<file path="src/rtl/grid_accum_ctrl.sv">
`default_nettype none
// ============================================================================
// Module   : grid_accum_ctrl
// Purpose  : Read-modify-write accumulator for the gridding RAM with hazard
//            forwarding, plus drained grid clear / grid dump sequencing.
// Revision : 1.0 - initial release
// ============================================================================
module grid_accum_ctrl #(
    parameter int GRID_SIZE = 1024,
    parameter int AW        = 10,
    parameter int DW        = 32,
    parameter int DRAIN_CYC = 8
) (
    input  logic          clk,
    input  logic          rst,
    input  logic          valid,
    input  logic [15:0]   gind,
    input  logic [DW-1:0] outdatar,
    input  logic [DW-1:0] outdatai,
    input  logic          cmd_clear,
    input  logic          cmd_dump,
    output logic          hold,
    output logic          busy,
    output logic          done,
    output logic          drop_err,
    output logic          mem_ren,
    output logic [AW-1:0] mem_raddr,
    input  logic [DW-1:0] mem_rdatar,
    input  logic [DW-1:0] mem_rdatai,
    output logic          mem_wen,
    output logic [AW-1:0] mem_waddr,
    output logic [DW-1:0] mem_wdatar,
    output logic [DW-1:0] mem_wdatai,
    output logic          dump_valid,
    output logic [AW-1:0] dump_addr,
    output logic [DW-1:0] dump_datar,
    output logic [DW-1:0] dump_datai
);

    localparam int            CW           = (DRAIN_CYC > 1) ? $clog2(DRAIN_CYC) : 1;
    localparam logic [AW-1:0] C_LAST_ADDR  = AW'(GRID_SIZE - 1);
    localparam logic [CW-1:0] C_DRAIN_LAST = CW'(DRAIN_CYC - 1);

    typedef enum logic [1:0] {
        S_IDLE  = 2'd0,
        S_DRAIN = 2'd1,
        S_CLEAR = 2'd2,
        S_DUMP  = 2'd3
    } state_t;

    state_t        r_state;
    state_t        w_state_nxt;
    logic          r_op_clear;
    logic [CW-1:0] r_idle_cnt;
    logic [AW-1:0] r_cnt;

    // S1: sample whose RAM read is in flight
    logic          r_s1_vld;
    logic [AW-1:0] r_s1_addr;
    logic [DW-1:0] r_s1_r;
    logic [DW-1:0] r_s1_i;
    // S2: accumulated sum being written this cycle
    logic          r_s2_vld;
    logic [AW-1:0] r_s2_addr;
    logic [DW-1:0] r_s2_r;
    logic [DW-1:0] r_s2_i;
    // S3: value written last cycle, invisible to a read-first RAM read
    logic          r_s3_vld;
    logic [AW-1:0] r_s3_addr;
    logic [DW-1:0] r_s3_r;
    logic [DW-1:0] r_s3_i;

    logic          r_drop_err;
    logic          r_done;
    logic          r_dump_vld;
    logic [AW-1:0] r_dump_addr;

    logic          w_in_range;
    logic          w_pipe_st;
    logic          w_accept;
    logic          w_drop;
    logic          w_cmd;
    logic          w_drain_done;
    logic          w_seq_st;
    logic [DW-1:0] w_base_r;
    logic [DW-1:0] w_base_i;
    logic [DW-1:0] w_sum_r;
    logic [DW-1:0] w_sum_i;

    assign w_in_range   = ({16'd0, gind} < 32'(GRID_SIZE));
    assign w_pipe_st    = (r_state == S_IDLE) || (r_state == S_DRAIN);
    assign w_accept     = !rst && valid && w_pipe_st && w_in_range;
    assign w_drop       = valid && !(w_pipe_st && w_in_range);
    assign w_cmd        = (r_state == S_IDLE) && (cmd_clear || cmd_dump);
    assign w_seq_st     = (r_state == S_CLEAR) || (r_state == S_DUMP);
    assign w_drain_done = (r_state == S_DRAIN) && !valid && (r_idle_cnt == C_DRAIN_LAST)
                          && !r_s1_vld && !r_s2_vld;

    // Newest pending value for the S1 address wins over older ones and RAM
    always_comb begin
        w_base_r = mem_rdatar;
        w_base_i = mem_rdatai;
        if (r_s2_vld && (r_s2_addr == r_s1_addr)) begin
            w_base_r = r_s2_r;
            w_base_i = r_s2_i;
        end else if (r_s3_vld && (r_s3_addr == r_s1_addr)) begin
            w_base_r = r_s3_r;
            w_base_i = r_s3_i;
        end
    end

    assign w_sum_r = w_base_r + r_s1_r;
    assign w_sum_i = w_base_i + r_s1_i;

    always_comb begin
        w_state_nxt = r_state;
        hold        = 1'b0;
        busy        = 1'b0;
        mem_ren     = 1'b0;
        mem_raddr   = '0;
        mem_wen     = 1'b0;
        mem_waddr   = '0;
        mem_wdatar  = '0;
        mem_wdatai  = '0;
        case (r_state)
            S_IDLE: begin
                if (w_cmd) begin
                    w_state_nxt = S_DRAIN;
                end
            end
            S_DRAIN: begin
                hold = 1'b1;
                busy = 1'b1;
                if (w_drain_done) begin
                    w_state_nxt = r_op_clear ? S_CLEAR : S_DUMP;
                end
            end
            S_CLEAR, S_DUMP: begin
                hold = 1'b1;
                busy = 1'b1;
                if (r_cnt == C_LAST_ADDR) begin
                    w_state_nxt = S_IDLE;
                end
            end
            default: w_state_nxt = S_IDLE;
        endcase

        if (w_accept) begin
            mem_ren   = 1'b1;
            mem_raddr = gind[AW-1:0];
        end else if ((r_state == S_DUMP) && !rst) begin
            mem_ren   = 1'b1;
            mem_raddr = r_cnt;
        end

        // S1/S2 are empty whenever CLEAR runs, so the two write sources never overlap
        if ((r_state == S_CLEAR) && !rst) begin
            mem_wen   = 1'b1;
            mem_waddr = r_cnt;
        end else if (r_s2_vld && !rst) begin
            mem_wen    = 1'b1;
            mem_waddr  = r_s2_addr;
            mem_wdatar = r_s2_r;
            mem_wdatai = r_s2_i;
        end
    end

    always_ff @(posedge clk) begin
        if (rst) begin
            r_state   <= S_IDLE;
            r_s1_vld  <= 1'b0;
            r_s1_addr <= '0;
            r_s1_r    <= '0;
            r_s1_i    <= '0;
            r_s2_vld  <= 1'b0;
            r_s2_addr <= '0;
            r_s2_r    <= '0;
            r_s2_i    <= '0;
            r_s3_vld  <= 1'b0;
            r_s3_addr <= '0;
            r_s3_r    <= '0;
            r_s3_i    <= '0;
        end else begin
            r_state  <= w_state_nxt;
            r_s1_vld <= w_accept;
            if (w_accept) begin
                r_s1_addr <= gind[AW-1:0];
                r_s1_r    <= outdatar;
                r_s1_i    <= outdatai;
            end
            r_s2_vld  <= r_s1_vld;
            r_s2_addr <= r_s1_addr;
            r_s2_r    <= w_sum_r;
            r_s2_i    <= w_sum_i;
            r_s3_vld  <= r_s2_vld;
            r_s3_addr <= r_s2_addr;
            r_s3_r    <= r_s2_r;
            r_s3_i    <= r_s2_i;
        end
    end

    always_ff @(posedge clk) begin
        if (rst) begin
            r_op_clear  <= 1'b0;
            r_idle_cnt  <= '0;
            r_cnt       <= '0;
            r_drop_err  <= 1'b0;
            r_done      <= 1'b0;
            r_dump_vld  <= 1'b0;
            r_dump_addr <= '0;
        end else begin
            if (w_cmd) begin
                r_op_clear <= cmd_clear;
                r_idle_cnt <= '0;
            end else if (r_state == S_DRAIN) begin
                if (valid) begin
                    r_idle_cnt <= '0;
                end else if (r_idle_cnt != C_DRAIN_LAST) begin
                    r_idle_cnt <= r_idle_cnt + CW'(1);
                end
            end

            r_cnt       <= w_seq_st ? (r_cnt + AW'(1)) : '0;
            r_done      <= w_seq_st && (r_cnt == C_LAST_ADDR);
            r_dump_vld  <= (r_state == S_DUMP);
            r_dump_addr <= r_cnt;

            // A drop in the command cycle is still reported
            if (w_cmd) begin
                r_drop_err <= 1'b0;
            end
            if (w_drop) begin
                r_drop_err <= 1'b1;
            end
        end
    end

    assign done       = r_done;
    assign drop_err   = r_drop_err;
    assign dump_valid = r_dump_vld;
    assign dump_addr  = r_dump_addr;
    assign dump_datar = r_dump_vld ? mem_rdatar : '0;
    assign dump_datai = r_dump_vld ? mem_rdatai : '0;

endmodule
`default_nettype wire

</file>
<file path="config.mk">
export PLATFORM = sky130hd
export DESIGN_NAME = grid_accum_ctrl
export DESIGN_NICKNAME = d
export VERILOG_FILES = /design/src/rtl/grid_accum_ctrl.sv
export SDC_FILE = /design/constraint.sdc
export NUM_CORES = 1
export LEC_CHECK = 0
export BUFFER_PORTS_ARGS = -buffer_cell sky130_fd_sc_hd__buf_2
export CORE_UTILIZATION = 56
export CTS_BUF_LIST = sky130_fd_sc_hd__clkbuf_8
export DETAILED_ROUTE_END_ITERATION = 16
export GPL_ROUTABILITY_DRIVEN = 0
export PLACE_DENSITY = 0.83
export SETUP_SLACK_MARGIN = 0.15
export SLEW_MARGIN = 20
export SYNTH_ARGS = -nofsm -noshare
export SYNTH_HDL_FRONTEND = slang
export SYNTH_SLANG_ARGS = --single-unit
</file>
<file path="constraint.sdc">
create_clock -name clk -period 5.28 [get_ports clk]
set_input_delay 0.528 -clock clk [delete_from_list [all_inputs] [get_ports clk]]
set_output_delay 0.528 -clock clk [all_outputs]
set_load 0.01 [all_outputs]
</file>
; ---- Yosys cells after proc, flatten, opt, wreduce, memory -nomap -nowiden
; Index checks and enable logic that the tools add are counted.
[word_totals]
ff_bits = 254
inputBits = 149
out_inout_bits = 165
wordCells = 98
[classes]
n_addsub = 4
order_cmp = 1
n_eq_ne = 11
n_mux = 28
bitwise = 1
n_reduce_logical = 33
[ops]
columns = cell, n
row1 = two-way mux 32 bit, 10
row2 = adder 32 bit, 2
row3 = two-way mux 10 bit, 4
row4 = equality test 10 bit, 2
row5 = logical AND 1 bit, 16
row6 = < comparator 16 x 11 -> 1 bit (second input constant), 1
row7 = adder 10 x 1 -> 10 bit (second input constant), 1
row8 = equality test 10 bit (second input constant), 1
row9 = two-way mux 1 bit, 8
row10 = two-way mux 2 bit, 3
row11 = two-way mux 3 bit, 2
row12 = != test 2 bit (second input constant), 3
row13 = case mux 2 bit (3 select lines), 1
row14 = OR reduction 2 bit, 3
row15 = zero test 1 bit, 5
row16 = equality test 2 bit (second input constant), 2
row17 = nonzero test 2 bit, 2
row18 = adder 3 x 1 -> 3 bit (second input constant), 1
row19 = equality test 3 bit (second input constant), 1
row20 = logical OR 1 bit, 3
row21 = != test 3 bit (second input constant), 1
row22 = AND reduction 3 bit, 1
row23 = OR reduction 3 bit, 1
row24 = equality test 2 x 1 -> 1 bit (second input constant), 1
row25 = 3 further kinds, 3

; ---- Longest topological paths before layout
[logic_depth]
depth_word = 7
depth_mapped = 20
depth_no_buf = 18

; ---- Worst setup path after synthesis
; OpenSTA, ideal clock, no wires.
[synth_path]
path_kind = reg2reg
startpoint = register r_s1_addr[7]
endpoint = register r_s2_r[26]
setup_ps = 122
arrival_time_ps = 4070
required_ps = 5158
slack_ps = 1088
stages_incl_launch_ff = 21
path_buffers = 3
period_less_slack_ps = 4192
cell_sequence = dfxtp_1 > xnor2_1 > nand4_1 > nor4_1 > nand4_1 > clkbuf_1 > clkbuf_1 > buf_1 > a21oi_1 > ha_1 > inv_1 > fa_1 > nor2b_4 > o31a_2 > nor3_2 > o31a_2 > a211oi_2 > o21ai_2 > o21ai_2 > mux2_4 > a311o_1
[synth_between]
elab_chain_len = 5
elab_cells_between_ends = 7
cone_classes = add/sub: 1 / eq/ne: 2 / mux: 2 / reduce/logical: 2
[synth_lines]
columns = element, line_no
row1 = from (decl), 59  ; logic [AW-1:0] r_s1_addr;
row2 = from (signal assigned), 187  ; r_s1_addr <= gind[AW-1:0];
row3 = equality test 10 bit, 106  ; end else if (r_s3_vld && (r_s3_addr == r_s1_addr)) begin
row4 = logical AND 1 bit, 106
row5 = two-way mux 32 bit, 106
row6 = two-way mux 32 bit *, 103  ; if (r_s2_vld && (r_s2_addr == r_s1_addr)) begin
row7 = adder 32 bit *, 112  ; assign w_sum_r = w_base_r + r_s1_r;
row8 = to (signal assigned), 193  ; r_s2_r <= w_sum_r;
row9 = to (decl), 65  ; logic [DW-1:0] r_s2_r;
; Mark *: on every way between the ends. The rest lies on a longest branch, timed or not.
; A chain may end at the register's enable or synchronous reset.

; ---- Worst setup path after layout
[layout_path]
startpoint = register r_s1_addr[2]
endpoint = register r_s2_r[26]
; The elaborated chain is that of the path after synthesis.

==> impl.org <==
** Setup path
- Capturing element type of the critical path :: register
- The critical path goes through xnor2_1, nand4_1, nor4_1, nand4_1, a21oi_1, ha_1, inv_1, fa_1, nor2b_4, o31a_2, nor3_2, o31a_2, a211oi_2, o21ai_2, o21ai_2, mux2_4, a311o_1.
- CP peak stage delay :: approximately 0.46 ns
- Critical Path Fanout Max :: 10
- The worst setup path is launched from a register.
- The worst register-to-register path has a depth of 17.
- Slowest stage cell, crit path :: nand4_1
- The worst setup path is of the reg -> reg kind.
- At the worst endpoint, the required time is around 5.7 ns.
- Critical Path AT :: between 4 and 5 ns

** Logic synthesis
- Count of yosys warnings during synthesis :: 0
- Count of flip-flops with a built-in enable after synthesis :: 0
- Post-synthesis sequential area ratio :: 39.2%
- Mean cell area of the mapped netlist :: 8.91 sq um
- The mapped netlist covers around 13000 sq um.
- Flop and latch count out of synthesis :: between 200 and 300
- Post-synthesis net count :: ~1700
- Number of distinct library cells after synthesis :: 67
- After technology mapping, the gate count stands at between 1000 and 1500.
- Main synth FF type :: dfxtp_1
- Fraction of synthesis flops using an asynchronous set or reset pin :: 0%

** Clocking
- Count of cells resized by post-cts repair :: 0
- Inserted Clock Buffers :: 43
- Buffers added to address setup during post-CTS repair amount to 0.
- Register clock-pin slew on the reported worst setup and hold paths :: ~0.070 ns
- TritonCTS clock tree :: yes
- CTS saw ~250 sinks.
- Clock latency on the worst-skew pair :: roughly 0.55 ns
- In this run the clock root is driven by a clkbuf_8.
- Number of buffers on the longest clock path :: 3
- Buffers inserted to repair hold after CTS numbered 0.
- Total number of H-tree levels :: 2

** Floorplanning
- Once the floorplan was initialized, standard cells occupied a little under three fifths of the core.
- The die covers 23800 sq um.
- Floorplan die height :: between 150 and 200 microns
- CORE AREA :: ~23000 sq um
- Die width :: 154 microns
- The floorplan has between 50 and 60 rows.
- I/O pin count :: 314

** Global route
- Global routing used between 20% and 30% of the available tracks.
- Initial antenna violation count :: 1
- Global Route met2 Usage :: between 40 and 50%
- The total overflow left after global routing is 0.
- Pin count of the biggest net entering global routing :: 90
- Global-route wire length before repair :: between 50000 and 60000 microns
- The global routing stage identified its most utilized layer as met2.
- For met3 alone, demand over resource in global routing was under 10%.
- The number of global-route vias before repair is around 11000.
- Grt met1 use :: 34.9%

** Outcome
- Outcome :: finished clean

** Final layout
- Layout cell share with drive strength beyond 1 :: 23.9%
- Inserted Diodes :: 0
- Once layout is done, the placed cells without fillers occupy approximately 16000 sq um.
- For this run, the post-layout net count is slightly below 2000.
- Post-layout util :: 69.0%
- Area growth syn-to-layout :: 20.7%

** STA
- Setup repair after global routing missed its margin :: false
- Maximum operating frequency :: approximately 220 MHz
- Post-layout minimum cycle time :: approximately 4.5 ns
- The final critical path takes up approximately 85% of the cycle.
- Between clock sinks in the finished design, the worst skew comes to between 0.02 and 0.025 ns.
- Max-Slew Margin vs Limit :: 29.2%
- The max-slew violation total from the final report is 0.
- Worst Max-Slew Pin Slew :: about 1.1 ns
- Final-report setup violation count :: 0
- Summed over all failing endpoints, the final setup total negative slack is 0 ns.
- The number of endpoints with negative hold slack in the final report is 0.

** Detailed routing
- Via/cell ratio :: between 5 and 6
- After detailed routing, the number of remaining DRC violations is 0.
- For this block, the initial DRC count from the detailed router was 646.
- Remaining number of nets flagged by the antenna check after routing :: 0
- Wirelength, routed :: about 34000 microns
- Number of vias in the routed layout :: between 10000 and 15000
- Detailed-routing iteration count for the pre-antenna-repair pass :: 7
- Dividing the detail-routed wire length by the instance count gives between 15 and 20 microns.

** Power and ir drop
- The internal power of the cells totals around 3200 uW.
- Part of the total power dissipated in the clock network :: around 45%
- LEAKAGE :: 0.00752 uW
- Maximum ir drop on the vdd rail :: ~0.18 mV
- Of the total power, the share spent switching nets is approximately a quarter.
- Total power density per cell area :: around 270 nW/um^2
- Net switching component of the power :: just under 1000 uW
- Sequential Power Share :: roughly 48%
- Combinational logic burns under 10% of the power.

** Min path
- The worst hold path belongs to the class in -> reg.
- Depth of the worst hold-timing path :: 2

** Placed design
- Detailed placement finished with a half-perimeter wire length of ~24000 microns.
- Post-DP Area :: approximately 15000 sq um
- Count of port buffers added during placement :: approximately 310

** Job
- Across the run, the number of max-cap violations was 0.
layout make-up:
| cell class | instances | area [sq um] |
|---|---|---|
| clock buffer | 58 | 798 |
| clock inverter | 20 | 141 |
| fill | 1843 | 7050 |
| inverter | 23 | 86.3 |
| multi-input combinational | 1094 | 7490 |
| sequential | 254 | 5090 |
| tap | 285 | 357 |
| timing repair buffer | 328 | 1700 |
critical path: cells and delay by family, from the launching register on:
| kind | cells | cell delay, ns |
|---|---|---|
| compound gates | 7 | 1.77 |
| flops | 1 | 0.35 |
| mux | 1 | 0.32 |
| xor+xnor | 1 | 0.23 |
| simple gates | 5 | 1.01 |
| buf+inv | 1 | 0.07 |
| fa+ha+maj | 2 | 0.65 |
sequential cells by signal, indices dropped and copies added (netlist names), 2 cells and up:
name        cells
r_s2_addr      10
r_cnt          10
r_s1_i         32
dump_addr      10
r_idle_cnt      3
r_s1_r         32
r_s2_i         32
r_s1_addr      10
r_s3_addr      10
r_state         2
r_s3_i         32
r_s3_r         32
r_s2_r         32
worst paths after layout:
path	start	to	slack [ns]
max	r_s1_addr[2]	r_s2_r[26]	0.78
min	outdatai[28]	r_s1_i[28]	0.19
max reg2reg	r_s1_addr[2]	r_s2_r[26]	0.78
min reg2reg	r_s2_i[16]	r_s3_i[16]	0.46
kinds of logic after synthesis:
family | share of synthesized area [%]
compound gates | 17.8
simple gates | 22.0
flops | 39.2
buf+inv | 3.32
xor+xnor | 4.99
mux | 5.54
fa+ha+maj | 7.15
cell usage after synthesis, types with 12 or more instances:
library cell,count,share of area (%)
inv_1,23,0.67
mux2i_1,67,5.2
a21oi_1,112,4.3
nor2_1,154,4.5
nor3_1,16,0.62
and3_1,12,0.58
dfxtp_1,254,39
nand2_1,51,1.5
nand3_1,18,0.69
and2_1,132,6.4
xor2_1,37,2.5
buf_2,14,0.54
nor2b_1,110,5.3
o21ai_0,41,1.6
a21o_1,27,1.6
a22o_1,85,5.7
ha_1,71,6.8
xnor2_1,37,2.5
clkbuf_1,61,1.8
per-layer routing:
layer  vias up  share of wire (%)
met5         -                  0
met4         0                2.4
met1      5359                 43
met3        61                5.5
met2       392                 49
li1       5635                  -
cell usage in the layout, fill, tap and decap left out, types with 4 or more instances in the layout:
cell and count:
o21bai_1 5, xnor2_1 37, nand2b_1 9, dfxtp_1 253, o211ai_1 4, or3_1 5
buf_4 15, o21ai_0 41, nor3_1 15, o21a_1 8, inv_1 35, clkbuf_8 58
o21ai_2 5, or2_2 4, ha_1 71, clkinv_2 4, nand3_1 18, a211oi_1 9
buf_2 312, nand4_1 10, and2_1 132, a21oi_1 111, xor2_1 37, nor4_1 5
a22o_1 85, o31ai_1 4, mux2i_1 67, a21o_1 27, nor2_1 154, and3_1 11
nor2b_1 109, a31oi_1 10, nand2_1 51
power by group through the flow:
stage	Sequential, uW	Clock (uW)	Combinational, uW
after floorplan	2030	0	185
after global placement	2040	0	288
after detailed placement	2040	0	296
after CTS	2000	1910	298
after global routing	2010	1990	332
final	2000	1870	301
through the flow:
stage | setup WS [ns] | total power (uW) | cells | hold WS [ns]
after floorplan | 1.09 | 2220 | 1457 | 0.439
after global placement | 0.996 | 2330 | 1983 | 0.444
after detailed placement | 0.803 | 2340 | 1983 | 0.462
after CTS | 0.792 | 4210 | 2061 | 0.161
after global routing | 0.322 | 4330 | 2062 | 0.170
final | 0.785 | 4170 | 2062 | 0.194
Note: power is estimated with default switching activity, not from simulation.
